===== config.mk =====
export PLATFORM = sky130hd
export DESIGN_NAME = ahb_bridge_arbiter_flat
export DESIGN_NICKNAME = d
export VERILOG_FILES = /design/src/rtl/ahb_bridge_arbiter_if.sv /design/src/rtl/ahb_bridge_arbiter.sv /design/src/flat_wrapper.sv
export SDC_FILE = /design/constraint.sdc
export NUM_CORES = 1
export LEC_CHECK = 0
export ABC_AREA = 1
export ABC_CLOCK_PERIOD_IN_PS = 2390
export CORE_MARGIN = 2
export CORE_UTILIZATION = 30
export DETAILED_ROUTE_END_ITERATION = 10
export MAX_ROUTING_LAYER = met4
export SYNTH_ARGS = -nofsm -noshare
export SYNTH_HDL_FRONTEND = slang
export SYNTH_SLANG_ARGS = --single-unit

===== constraint.sdc =====
create_clock -name Hclk -period 2.39 [get_ports Hclk]
set_clock_uncertainty 0.05 [all_clocks]
set_input_delay 0.239 -clock Hclk [delete_from_list [all_inputs] [get_ports Hclk]]
set_output_delay 0.239 -clock Hclk [all_outputs]
set_load 0.02 [all_outputs]

===== src/rtl/ahb_bridge_arbiter_if.sv =====
// ahb_bridge_arbiter_if: requester handshakes plus the AHB-Lite signals toward the bridge
interface ahb_bridge_arbiter_if #(
  parameter int ADDR_W = 32,
  parameter int DATA_W = 32
);
  logic req0_valid, req1_valid, req0_ready, req1_ready, req0_write, req1_write;
  logic [ADDR_W-1:0] req0_addr, req1_addr, Haddr;
  logic [DATA_W-1:0] req0_wdata, req1_wdata, rsp_rdata, Hwdata, Hrdata;
  logic rsp0_valid, rsp1_valid, rsp_err;
  logic Hwrite, Hreadyin, Hreadyout;
  logic [1:0] Htrans, Hresp;
  logic busy, gnt_id, timeout_flag;
  modport master (
    input req0_valid, req1_valid, req0_write, req1_write, req0_addr, req1_addr,
    input req0_wdata, req1_wdata, Hreadyout, Hresp, Hrdata,
    output req0_ready, req1_ready, rsp0_valid, rsp1_valid, rsp_rdata, rsp_err,
    output Haddr, Hwrite, Htrans, Hwdata, Hreadyin, busy, gnt_id, timeout_flag
  );
  modport slave (
    output req0_valid, req1_valid, req0_write, req1_write, req0_addr, req1_addr,
    output req0_wdata, req1_wdata, Hreadyout, Hresp, Hrdata,
    input req0_ready, req1_ready, rsp0_valid, rsp1_valid, rsp_rdata, rsp_err,
    input Haddr, Hwrite, Htrans, Hwdata, Hreadyin, busy, gnt_id, timeout_flag
  );
endinterface


===== src/rtl/ahb_bridge_arbiter.sv =====
// ahb_bridge_arbiter: round-robin two-requester arbiter sequencing single AHB-Lite NONSEQ transfers
module ahb_bridge_arbiter #(
  parameter int ADDR_W = 32,
  parameter int DATA_W = 32,
  parameter int TIMEOUT = 16
) (
  input logic Hclk,
  input logic Hresetn,
  ahb_bridge_arbiter_if.master bus
);
  localparam logic [1:0] S_IDLE = 2'd0;
  localparam logic [1:0] S_ADDR = 2'd1;
  localparam logic [1:0] S_DATA = 2'd2;
  localparam logic [1:0] S_RESP = 2'd3;
  localparam int CW = $clog2(TIMEOUT + 1);
  logic [1:0] state;
  logic last_gnt, win, take;
  logic [DATA_W-1:0] wdata_q;
  logic [CW-1:0] wd_cnt;
  always_comb begin
    win = (bus.req0_valid & bus.req1_valid) ? ~last_gnt : bus.req1_valid;
    take = (state == S_IDLE) & (bus.req0_valid | bus.req1_valid);
  end
  assign bus.req0_ready = take & ~win;
  assign bus.req1_ready = take & win;
  assign bus.Hreadyin = bus.Hreadyout;
  assign bus.busy = state != S_IDLE;
  assign bus.rsp0_valid = (state == S_RESP) & ~bus.gnt_id;
  assign bus.rsp1_valid = (state == S_RESP) & bus.gnt_id;
  always_ff @(posedge Hclk or negedge Hresetn)
    if (!Hresetn) begin
      state <= S_IDLE;
      last_gnt <= 1'b1;
      wdata_q <= '0;
      wd_cnt <= '0;
      bus.Haddr <= '0;
      bus.Hwrite <= 1'b0;
      bus.Htrans <= 2'b00;
      bus.Hwdata <= '0;
      bus.rsp_rdata <= '0;
      bus.rsp_err <= 1'b0;
      bus.gnt_id <= 1'b0;
      bus.timeout_flag <= 1'b0;
    end else begin
      case (state)
        S_IDLE: if (take) begin
          state <= S_ADDR;
          bus.Haddr <= win ? bus.req1_addr : bus.req0_addr;
          bus.Hwrite <= win ? bus.req1_write : bus.req0_write;
          wdata_q <= win ? bus.req1_wdata : bus.req0_wdata;
          bus.Htrans <= 2'b10;
          bus.gnt_id <= win;
          last_gnt <= win;
        end
        S_ADDR: if (bus.Hreadyout) begin
          state <= S_DATA;
          bus.Htrans <= 2'b00;
          wd_cnt <= '0;
          if (bus.Hwrite) bus.Hwdata <= wdata_q;
        end
        S_DATA: if (bus.Hreadyout) begin
          state <= S_RESP;
          if (!bus.Hwrite) bus.rsp_rdata <= bus.Hrdata;
          bus.rsp_err <= bus.Hresp[0];
        end else if (wd_cnt != CW'(TIMEOUT)) begin
          // saturating wait counter; the flag is sticky and never aborts the transfer
          wd_cnt <= wd_cnt + 1'b1;
          if (wd_cnt == CW'(TIMEOUT - 1)) bus.timeout_flag <= 1'b1;
        end
        default: state <= S_IDLE;
      endcase
    end
endmodule


===== src/flat_wrapper.sv =====
// flat-port wrapper written by rule: the top's interface ports become plain ports
module ahb_bridge_arbiter_flat 
#(
  parameter int ADDR_W = 32,
  parameter int DATA_W = 32,
  parameter int TIMEOUT = 16
)
  (Hclk, Hresetn, bus_req0_valid, bus_req1_valid, bus_req0_write, bus_req1_write, bus_req0_addr, bus_req1_addr, bus_req0_wdata, bus_req1_wdata, bus_Hreadyout, bus_Hresp, bus_Hrdata, bus_req0_ready, bus_req1_ready, bus_rsp0_valid, bus_rsp1_valid, bus_rsp_rdata, bus_rsp_err, bus_Haddr, bus_Hwrite, bus_Htrans, bus_Hwdata, bus_Hreadyin, bus_busy, bus_gnt_id, bus_timeout_flag);
  ahb_bridge_arbiter_if #(.ADDR_W(ADDR_W), .DATA_W(DATA_W)) bus_i ();
  input logic Hclk;
  input logic Hresetn;
  input wire logic [$bits(bus_i.req0_valid)-1:0] bus_req0_valid;
  input wire logic [$bits(bus_i.req1_valid)-1:0] bus_req1_valid;
  input wire logic [$bits(bus_i.req0_write)-1:0] bus_req0_write;
  input wire logic [$bits(bus_i.req1_write)-1:0] bus_req1_write;
  input wire logic [$bits(bus_i.req0_addr)-1:0] bus_req0_addr;
  input wire logic [$bits(bus_i.req1_addr)-1:0] bus_req1_addr;
  input wire logic [$bits(bus_i.req0_wdata)-1:0] bus_req0_wdata;
  input wire logic [$bits(bus_i.req1_wdata)-1:0] bus_req1_wdata;
  input wire logic [$bits(bus_i.Hreadyout)-1:0] bus_Hreadyout;
  input wire logic [$bits(bus_i.Hresp)-1:0] bus_Hresp;
  input wire logic [$bits(bus_i.Hrdata)-1:0] bus_Hrdata;
  output wire logic [$bits(bus_i.req0_ready)-1:0] bus_req0_ready;
  output wire logic [$bits(bus_i.req1_ready)-1:0] bus_req1_ready;
  output wire logic [$bits(bus_i.rsp0_valid)-1:0] bus_rsp0_valid;
  output wire logic [$bits(bus_i.rsp1_valid)-1:0] bus_rsp1_valid;
  output wire logic [$bits(bus_i.rsp_rdata)-1:0] bus_rsp_rdata;
  output wire logic [$bits(bus_i.rsp_err)-1:0] bus_rsp_err;
  output wire logic [$bits(bus_i.Haddr)-1:0] bus_Haddr;
  output wire logic [$bits(bus_i.Hwrite)-1:0] bus_Hwrite;
  output wire logic [$bits(bus_i.Htrans)-1:0] bus_Htrans;
  output wire logic [$bits(bus_i.Hwdata)-1:0] bus_Hwdata;
  output wire logic [$bits(bus_i.Hreadyin)-1:0] bus_Hreadyin;
  output wire logic [$bits(bus_i.busy)-1:0] bus_busy;
  output wire logic [$bits(bus_i.gnt_id)-1:0] bus_gnt_id;
  output wire logic [$bits(bus_i.timeout_flag)-1:0] bus_timeout_flag;
  assign bus_i.req0_valid = bus_req0_valid;
  assign bus_i.req1_valid = bus_req1_valid;
  assign bus_i.req0_write = bus_req0_write;
  assign bus_i.req1_write = bus_req1_write;
  assign bus_i.req0_addr = bus_req0_addr;
  assign bus_i.req1_addr = bus_req1_addr;
  assign bus_i.req0_wdata = bus_req0_wdata;
  assign bus_i.req1_wdata = bus_req1_wdata;
  assign bus_i.Hreadyout = bus_Hreadyout;
  assign bus_i.Hresp = bus_Hresp;
  assign bus_i.Hrdata = bus_Hrdata;
  assign bus_req0_ready = bus_i.req0_ready;
  assign bus_req1_ready = bus_i.req1_ready;
  assign bus_rsp0_valid = bus_i.rsp0_valid;
  assign bus_rsp1_valid = bus_i.rsp1_valid;
  assign bus_rsp_rdata = bus_i.rsp_rdata;
  assign bus_rsp_err = bus_i.rsp_err;
  assign bus_Haddr = bus_i.Haddr;
  assign bus_Hwrite = bus_i.Hwrite;
  assign bus_Htrans = bus_i.Htrans;
  assign bus_Hwdata = bus_i.Hwdata;
  assign bus_Hreadyin = bus_i.Hreadyin;
  assign bus_busy = bus_i.busy;
  assign bus_gnt_id = bus_i.gnt_id;
  assign bus_timeout_flag = bus_i.timeout_flag;
  ahb_bridge_arbiter #(.ADDR_W(ADDR_W), .DATA_W(DATA_W), .TIMEOUT(TIMEOUT)) u_core (.Hclk(Hclk), .Hresetn(Hresetn), .bus(bus_i));
endmodule

Word-level counts from Yosys, hierarchy flattened. Cells that the tools add are included.

Reduce and logical (&&, ||, !) cells: 12. Mux-type cells: 15. Equal/unequal tests: 10. Bitwise operators: 12. $add $sub $neg: 1.

Operators with widths (count): 2-to-1 mux 32 bit (2); 2-to-1 mux 5 bit (3); AND reduction 3 bit (4); 2-to-1 mux 2 bit (5); one-hot mux 5 bit (2 select lines) (1); AND reduction 4 bit (2); bitwise AND 1 bit (6); != test 2 bit (second input constant) (3); one-hot mux 2 bit (3 select lines) (1); nonzero test 2 bit (3); adder 5 x 1 -> 5 bit (second input constant) (1); equality test 5 x 4 -> 1 bit (second input constant) (1); != test 5 bit (second input constant) (1); NOT 1 bit (5); equality test 2 bit (second input constant) (2); != test 2 x 1 -> 1 bit (second input constant) (2); one-hot mux 2 bit (2 select lines) (1); AND reduction 2 bit (2); equality test 2 x 1 -> 1 bit (second input constant) (1); zero test 2 bit (1); 2-to-1 mux 1 bit (2); OR 1 bit (1).

Output and inout port bits: 108. Flip-flop bits (word level): 142. Word-level logic and storage cells: 62.

Longest topological paths before layout. Gate-level depths: netlist (run 1).

Word-level depth: 4. Depth in mapped cells: 9. Gate-level depth less buffers: 8.

Worst setup path before layout (run 1). OpenSTA, ideal clock, no wires.

Path kind: register -> output. Start point: reg u_core.state[0]. End point: out bus_req0_ready. Buffers on the path: 1. Cell stages (with the launch flop): 8. Data required time: 2.101 ns. Arrival: 1.386 ns. Slack: 0.715 ns. Cells stage by stage: dfrtp_1 > inv_1 > ha_1 > inv_2 > nor2_4 > inv_2 > buf_2 > nor2_1.

Longest elaborated chain between the ends: 3.

Ends and longest elaborated chain: start: declaration (RTL line ahb_bridge_arbiter.sv:16) `logic [1:0] state;`; start signal: assignment (RTL line ahb_bridge_arbiter.sv:32) `state <= S_IDLE;`; start signal: assignment (RTL line ahb_bridge_arbiter.sv:47) `state <= S_ADDR;`; start signal: assignment (RTL line ahb_bridge_arbiter.sv:56) `state <= S_DATA;`; zero test 2 bit (RTL line ahb_bridge_arbiter.sv:22) `take = (state == S_IDLE) & (bus.req0_valid | bus.req1_valid);`; bitwise AND 1 bit (RTL line ahb_bridge_arbiter.sv:22); bitwise AND 1 bit (RTL line ahb_bridge_arbiter.sv:24) `assign bus.req0_ready = take & ~win;`; end: declaration (RTL line flat_wrapper.sv:23) `output wire logic [$bits(bus_i.req0_ready)-1:0] bus_req0_ready;`.

No other way between the ends.

Worst setup path after layout (run 1).
Start point: reg u_core.state[0]. End point: out bus_busy.

Longest elaborated chain between the ends: 1.

Ends and longest elaborated chain: nonzero test 2 bit (RTL line ahb_bridge_arbiter.sv:27) `assign bus.busy = state != S_IDLE;`; end: declaration (RTL line flat_wrapper.sv:34) `output wire logic [$bits(bus_i.busy)-1:0] bus_busy;`.

No other way between the ends.

==> results of run 1 <==
cell usage in the layout, fill, tap and decap left out, drive strengths merged:
cell             n
clkbuf          17
o21bai           1
nor2            11
dlygate4sd2      1
dfstp            1
dlygate4sd3      1
dfrtp          140
conb             1
nand2          234
nand4            1
o21ai           68
xor2             1
bufinv           6
ha               7
buf             11
nand3          140
inv             85
clkinv           3
dlymetal6s2s     1
clkdlybuf4s50  271
clkinvlp         1
or2              1
layer usage:
layer  global-route usage, %  wire [um]  vias to the layer above
met3                    4.59       1310                       22
met1                    22.1       8450                     2612
met2                    27.8       8670                      204
li1                        -          -                     2831
met5                       -          0                        -
met4                    4.71        274                        0
where the power goes:
group / switching, uW / internal [uW]
clock network: 1060 / 1960
logic: 3220 / 2620
registers: 644 / 3540
worst max-delay path, cell delays in order (launching register included):
cell and delay (ns):
dfrtp_1 0.39, inv_1 0.08, ha_1 0.24, inv_2 0.13
clkdlybuf4s50_1 0.64
stage by stage:
step	power [uW]	instances	util, %	hold slack (ns)
floorplan	7420	733	-	-0.107
global placement	10000	1247	44.5	0.215
detailed placement	10100	1247	44.5	0.214
CTS	13200	1278	47.7	0.296
global route	13900	1278	47.8	0.300
finish	13000	1278	47.8	0.319
how the worst min path moves through the flow:
stage,from,end,cells past startpoint
detailed placement,Hresetn,u_core.bus.rsp_rdata[31]$_DFFE_PN0P_,1
finish,bus_Hrdata[24],u_core.bus.rsp_rdata[24]$_DFFE_PN0P_,3
floorplan,Hresetn,u_core.bus.Haddr[0]$_DFFE_PN0P_,0
global route,bus_Hrdata[9],u_core.bus.rsp_rdata[9]$_DFFE_PN0P_,3
global placement,Hresetn,u_core.bus.rsp_rdata[22]$_DFFE_PN0P_,1
CTS,bus_Hrdata[24],u_core.bus.rsp_rdata[24]$_DFFE_PN0P_,3
repair_timing:
item | in CTS | in global routing
resized for setup | 1 | 1
endpoints found under the setup margin | 1 | 1
hold endpoints to repair | 54 | 0
hold buffers | 1 | 0
kinds of logic after synthesis:
kind of cell | count (synthesis) | synth area share [%]
AO/OA/AOI/OAI | 69 | 7.39
other | 1 | 0.0592
adder cells (fa/ha/maj) | 7 | 1.38
flip-flops | 141 | 55.7
AND/OR/NAND/NOR | 387 | 26.1
XOR/XNOR | 1 | 0.138
buffers and inverters | 127 | 9.23
final cells by class:
type / instances / area [um2] / area share [%]
multi-input combinational: 465 / 2230 / 22.3
sequential: 141 / 3530 / 35.4
clock inverter: 13 / 236 / 2.37
tap: 275 / 344 / 3.45
timing repair buffer: 285 / 2910 / 29.1
clock buffer: 17 / 425 / 4.26
inverter: 82 / 308 / 3.09
state kept, by name (all words and copies together) (netlist names):
| name | flops |
|---|---|
| u_core.bus.rsp_rdata | 32 |
| u_core.bus.rsp_err | 1 |
| u_core.bus.Hwrite | 1 |
| u_core.last_gnt | 1 |
| u_core.bus.Haddr | 32 |
| u_core.bus.Hwdata | 32 |
| u_core.bus.gnt_id | 1 |
| u_core.bus.timeout_flag | 1 |
| u_core.wdata_q | 32 |
| u_core.state | 2 |
| u_core.wd_cnt | 5 |
| u_core.bus.Htrans | 1 |
==> impl_results.md, run 1 <==
* Leakage at 0.00467 uW
* Top cell type's share of synthesized area at 55.3%
* GPL Wtd Cong at 0.768
* Share of cells above drive strength 1 at 8.18%
* Site Rows at 53
* Post-CTS Setup Bufs at 0
* Initial antenna violation count at 0
* Clock Pin Slew Worst Setup and Hold Paths at 0.06 ns
* Mapped Cells at 733
* # diodes at 0
* Drt wl/cell at 14.6 um
* Vias in the first global route at 5686
* Sequential fraction of the synthesis area at 55.7%
* Fillers at 1997
* Core box area at 20900 um2
* IR drop worst, VDD at 0.000625 V
* Worst hold path type: input pin to flop
* Post-route ant nets at 0
* Most frequent cell after synthesis: nand2_1
* CTS max path bufs at 2
* Crit path from: u_core.state[0]$_DFFE_PN0P_
* Area post-placement at 9300 um2
* Crit path launch type: flop
* Dpl ws at 0.406 ns
* Reg2Reg Depth at 7
* Required time worst endpoint at 2.10 ns
* Vias per std cell at 4.44
* GR Overflow Total at 0
* Drt initial violations at 240
* WP data arrival at 1.90 ns
* Root buffer cell: clkbuf_16
* Final setup viols at 0
* Max-cap viol count at 0
* Register-to-Register Setup Slack at 0.41 ns
* Min cycle time layout at 2.19 ns
* Setup TNS at 0 ns
* Slew Viols, Final at 0
* CP endpoint: bus_busy
* Syn_area_per_cell at 8.64 um2
* Max FO, Critical Path at 4
* Die Y at 149 um
* GRT Total Usage at 17.5%
* # IOs at 277
* Fmax at 457 MHz
* Least-Margin Pin Slew at 0.774 ns
* Ys async rst share at 100%
* Vias at 5669
* Nets at 1168
* Synth Warn # at 0
* Power Density at 1310 nW/um2
* CTS sink cnt at 141
* Commonest cells in the netlist: 233 x nand2_1, 140 x dfrtp_1, 139 x nand3_1
* RSZ-0062 raised after global routing: false
* Yosys reg bits at 141
* TritonCTS Buffers at 17
* Hold Fails Final Rpt at 0
* Final WS setup at 0.200 ns
* DRC at 0
* Status: finished, final reports clean
* Final wirelength at 18.7 mm
* DIE AREA at 22300 um2
* Post-synth cell types at 24
* Worst slew margin at 48.4%
* Reg2reg end: u_core.bus.Haddr[14]$_DFFE_PN0P_
* Number of synthesized flops with an enable pin at 0
* Layout area overhead at 57.5%
* CTS HTree Levels at 4
* Post-Syn Nets at 909
* Final worst-path cycle share at 91.6%
* CTS tree: built
* Kind of end point of the critical path: output pin
* Post-DP HPWL at 12.7 mm
* First-pass GRT wire length at 29.6 mm
* Mapped cell area at 6330 um2
* Main synth FF type: dfrtp_1
* First-pass DRT Iterations at 4
* RR Startpoint: u_core.state[0]$_DFFE_PN0P_
* Initial Util at 30.3%
* Leading area contributor after synthesis: dfrtp_1
* Port bufs at 274
* Largest net degree at the start of global routing at 68
* Clock Latency Late Sink at 0.41 ns
* Top cells by area, synth: dfrtp_1 55%, nand2_1 14%, nand3_1 11%
* Post-route cell area at 9970 um2
* CP Class: flop to output pin
* Die span in x at 149 um
(Power assumes the default switching activity.)
==> run 2, diff against run 1 <==
Settings changed: HOLD_SLACK_MARGIN from default to 0.06.
==> results of run 2 <==
No change in the layout: final DEF, timing and power equal those of run 1.
==> run 3, diff against run 2 <==
--- a/config.mk
+++ b/config.mk
@@ -11,2 +11,3 @@
 export CORE_UTILIZATION = 30
+export CTS_CLUSTER_DIAMETER = 30
 export DETAILED_ROUTE_END_ITERATION = 10
==> constraint.sdc (replaced) <==
create_clock -name Hclk -period 2.39 [get_ports Hclk]
set_clock_uncertainty 0.05 [all_clocks]
set_input_delay 0.478 -clock Hclk [delete_from_list [all_inputs] [get_ports Hclk]]
set_output_delay 0.478 -clock Hclk [all_outputs]
set_load 0.02 [all_outputs]
==> impl_results.md, run 3 (synthesized netlist as in run 1, its figures left out) <==
* Status: finished, final reports clean
* Drt initial violations at 242 (+0.83%)
* Site Rows at 53 (unchanged)
* Met3 global-route usage at 4.40% (-0.18 points)
* Nets at 1171 (+0.26%)
* CTS max path bufs at 2 (unchanged)
* DRC at 0 (unchanged)
* Post-route ant nets at 0 (unchanged)
* Worst slew margin at 44.8% (-3.6 points)
* Worst hold path type: flop to flop
* Max-cap viol count at 0 (unchanged)
* Largest net degree at the start of global routing at 68 (unchanged)
* CP Class: flop to output pin
* HP Start: u_core.last_gnt$_DFFE_PN1P_
* Clock Pin Slew Worst Setup and Hold Paths at 0.07 ns (about the same)
* RSZ-0062 raised after global routing: false
* Final setup viols at 0 (unchanged)
* Power consumption at 13000 uW (-0.30%)
* Post-DP HPWL at 12.7 mm (about the same)
* CTS HTree Levels at 4 (unchanged)
* Vias in the first global route at 5521 (-2.9%)
* Clock Latency Late Sink at 0.43 ns (+0.02 ns)
* Commonest non-fill, non-tap cell in the layout: clkdlybuf4s50_1
* IR drop worst, VDD at 0.00147 V (+130%)
* Vias at 5713 (+0.78%)
* Port bufs at 274 (unchanged)
* Fin util at 47.8% (+0.078 points)
* Reg2Reg Depth at 7 (unchanged)
* Fillers at 2041 (+2.2%)
* Initial antenna violation count at 0 (unchanged)
* Initial Util at 30.3% (unchanged)
* Final worst-path cycle share at 94.7% (+3.1 points)
* Core box area at 20900 um2 (unchanged)
* Required time worst endpoint at 1.86 ns (-0.24 ns)
* Reg2reg end: u_core.bus.Haddr[17]$_DFFE_PN0P_
* Met1 Use GR at 22.8% (+0.67 points)
* Root buffer cell: clkbuf_16
* Worst Hold End: u_core.last_gnt$_DFFE_PN1P_
* RR Startpoint: u_core.state[0]$_DFFE_PN0P_
* Final wirelength at 18.9 mm (+0.75%)
* Max FO, Critical Path at 4 (unchanged)
* Drt wl/cell at 14.7 um (+0.36%)
* CTS sink cnt at 141 (unchanged)
* Slew Viols, Final at 0 (unchanged)
* # diodes at 0 (unchanged)
* GPL Wtd Cong at 0.786 (+2.4%)
* Most frequent cells in the layout: 269 x clkdlybuf4s50_1, 232 x nand2_1, 140 x dfrtp_1
* Share of cells above drive strength 1 at 8.63% (+0.46 points)
* Min cycle time layout at 2.26 ns (+0.0738 ns)
* CTS tree: built
* Die span in x at 149 um (unchanged)
* Least-Margin Pin Slew at 0.828 ns (+0.0540 ns)
* Register-to-Register Setup Slack at 0.40 ns (about the same)
* Fmax at 442 MHz (-3.3%)
* DIE AREA at 22300 um2 (unchanged)
* TritonCTS Buffers at 17 (unchanged)
* WP data arrival at 1.74 ns (-0.16 ns)
* Power Density at 1300 nW/um2 (-0.47%)
* Crit path launch type: flop
* Hold Fails Final Rpt at 0 (unchanged)
* Vias per std cell at 4.45 (+0.38%)
* Peak-usage layer in the global routing report: met2
* Post-route cell area at 9990 um2 (+0.16%)
* Worst Hold Depth at 2 (-1)
* Layout area overhead at 57.8%
* Met2 usage at 26.8% (-0.99 points)
* GR Overflow Total at 0 (unchanged)
* GRT Total Usage at 17.6% (+0.089 points)
* First-pass GRT wire length at 29.4 mm (-0.75%)
* First-pass DRT Iterations at 4 (unchanged)
* Kind of end point of the critical path: output pin
* Die Y at 149 um (unchanged)
* # IOs at 277 (unchanged)
* Leakage at 0.00468 uW (+0.33%)
* Area post-placement at 9320 um2 (+0.24%)
[run 3: changes by cell type in the layout (fill, tap and decap cells not counted)]
cell / previous run / this run
bufinv_16: 6 / 5
clkbuf_2: 0 / 1
inv_6: 3 / 2
clkdlybuf4s50_1: 271 / 269
buf_4: 4 / 7
clkinv_2: 1 / 0
dlygate4sd2_1: 1 / 2
inv_8: 0 / 2
clkinv_4: 2 / 4
clkbuf_1: 0 / 1
[run 3: how the worst max path moves through the flow]
stage / end / slack, ns / from / cells after the start
global placement: bus_req0_ready / -0.07 / bus_req1_valid / 6
global route: bus_rsp1_valid / 0.01 / u_core.state[1]$_DFFE_PN0P_ / 4
floorplan: bus_req0_ready / 0.48 / u_core.state[0]$_DFFE_PN0P_ / 7
CTS: bus_req0_ready / 0.02 / u_core.state[0]$_DFFE_PN0P_ / 7
detailed placement: bus_req0_ready / -0.06 / bus_req1_valid / 6
finish: bus_rsp1_valid / 0.13 / u_core.state[0]$_DFFE_PN0P_ / 4
[run 3: worst max-delay path, stage by stage (launching register included)]
cell	delay (ns)
dfrtp_1	0.40
ha_1	0.19
nand2_1	0.06
inv_1	0.05
clkdlybuf4s50_1	0.62
[run 3: per-stage QoR]
| stage | setup TNS (ns) | hold slack (ns) | instances | setup slack [ns] |
|---|---|---|---|---|
| after floorplan | 0 | 0.132 | 733 | 0.476 |
| after global placement | -0.0738 | 0.411 | 1250 | -0.0729 |
| after detailed placement | -0.0586 | 0.411 | 1250 | -0.0586 |
| after CTS | 0 | 0.422 | 1283 | 0.0247 |
| after global routing | 0 | 0.443 | 1283 | 0.0116 |
| final | 0 | 0.423 | 1283 | 0.126 |
[run 3: layer usage]
layer / up-vias / wire length, um
li1: 2848 / -
met1: 2630 / 8680
met2: 214 / 8580
met3: 21 / 1280
met4: 0 / 310
met5: - / 0
[run 3: final cells by class]
class	count	area [um2]	area share (%)
clock inverter	14	233	2.33
clock buffer	18	429	4.30
multi-input combinational	465	2230	22.3
tap	275	344	3.44
timing repair buffer	288	2920	29.2
inverter	82	308	3.08
sequential	141	3530	35.3
[run 3: where the power goes]
| group | total, uW | internal (uW) | switching [uW] |
|---|---|---|---|
| combinational | 5810 | 2600 | 3210 |
| sequential | 4170 | 3530 | 640 |
| clock | 3000 | 1880 | 1120 |
| total | 13000 | 8020 | 4970 |
[run 3: what timing repair did]
action	CTS	global route
hold buffers	1	0
hold endpoints to repair	46	0
setup endpoints to repair	3	2
cloned	0	0
buffers inserted	0	0
resized for setup	3	3
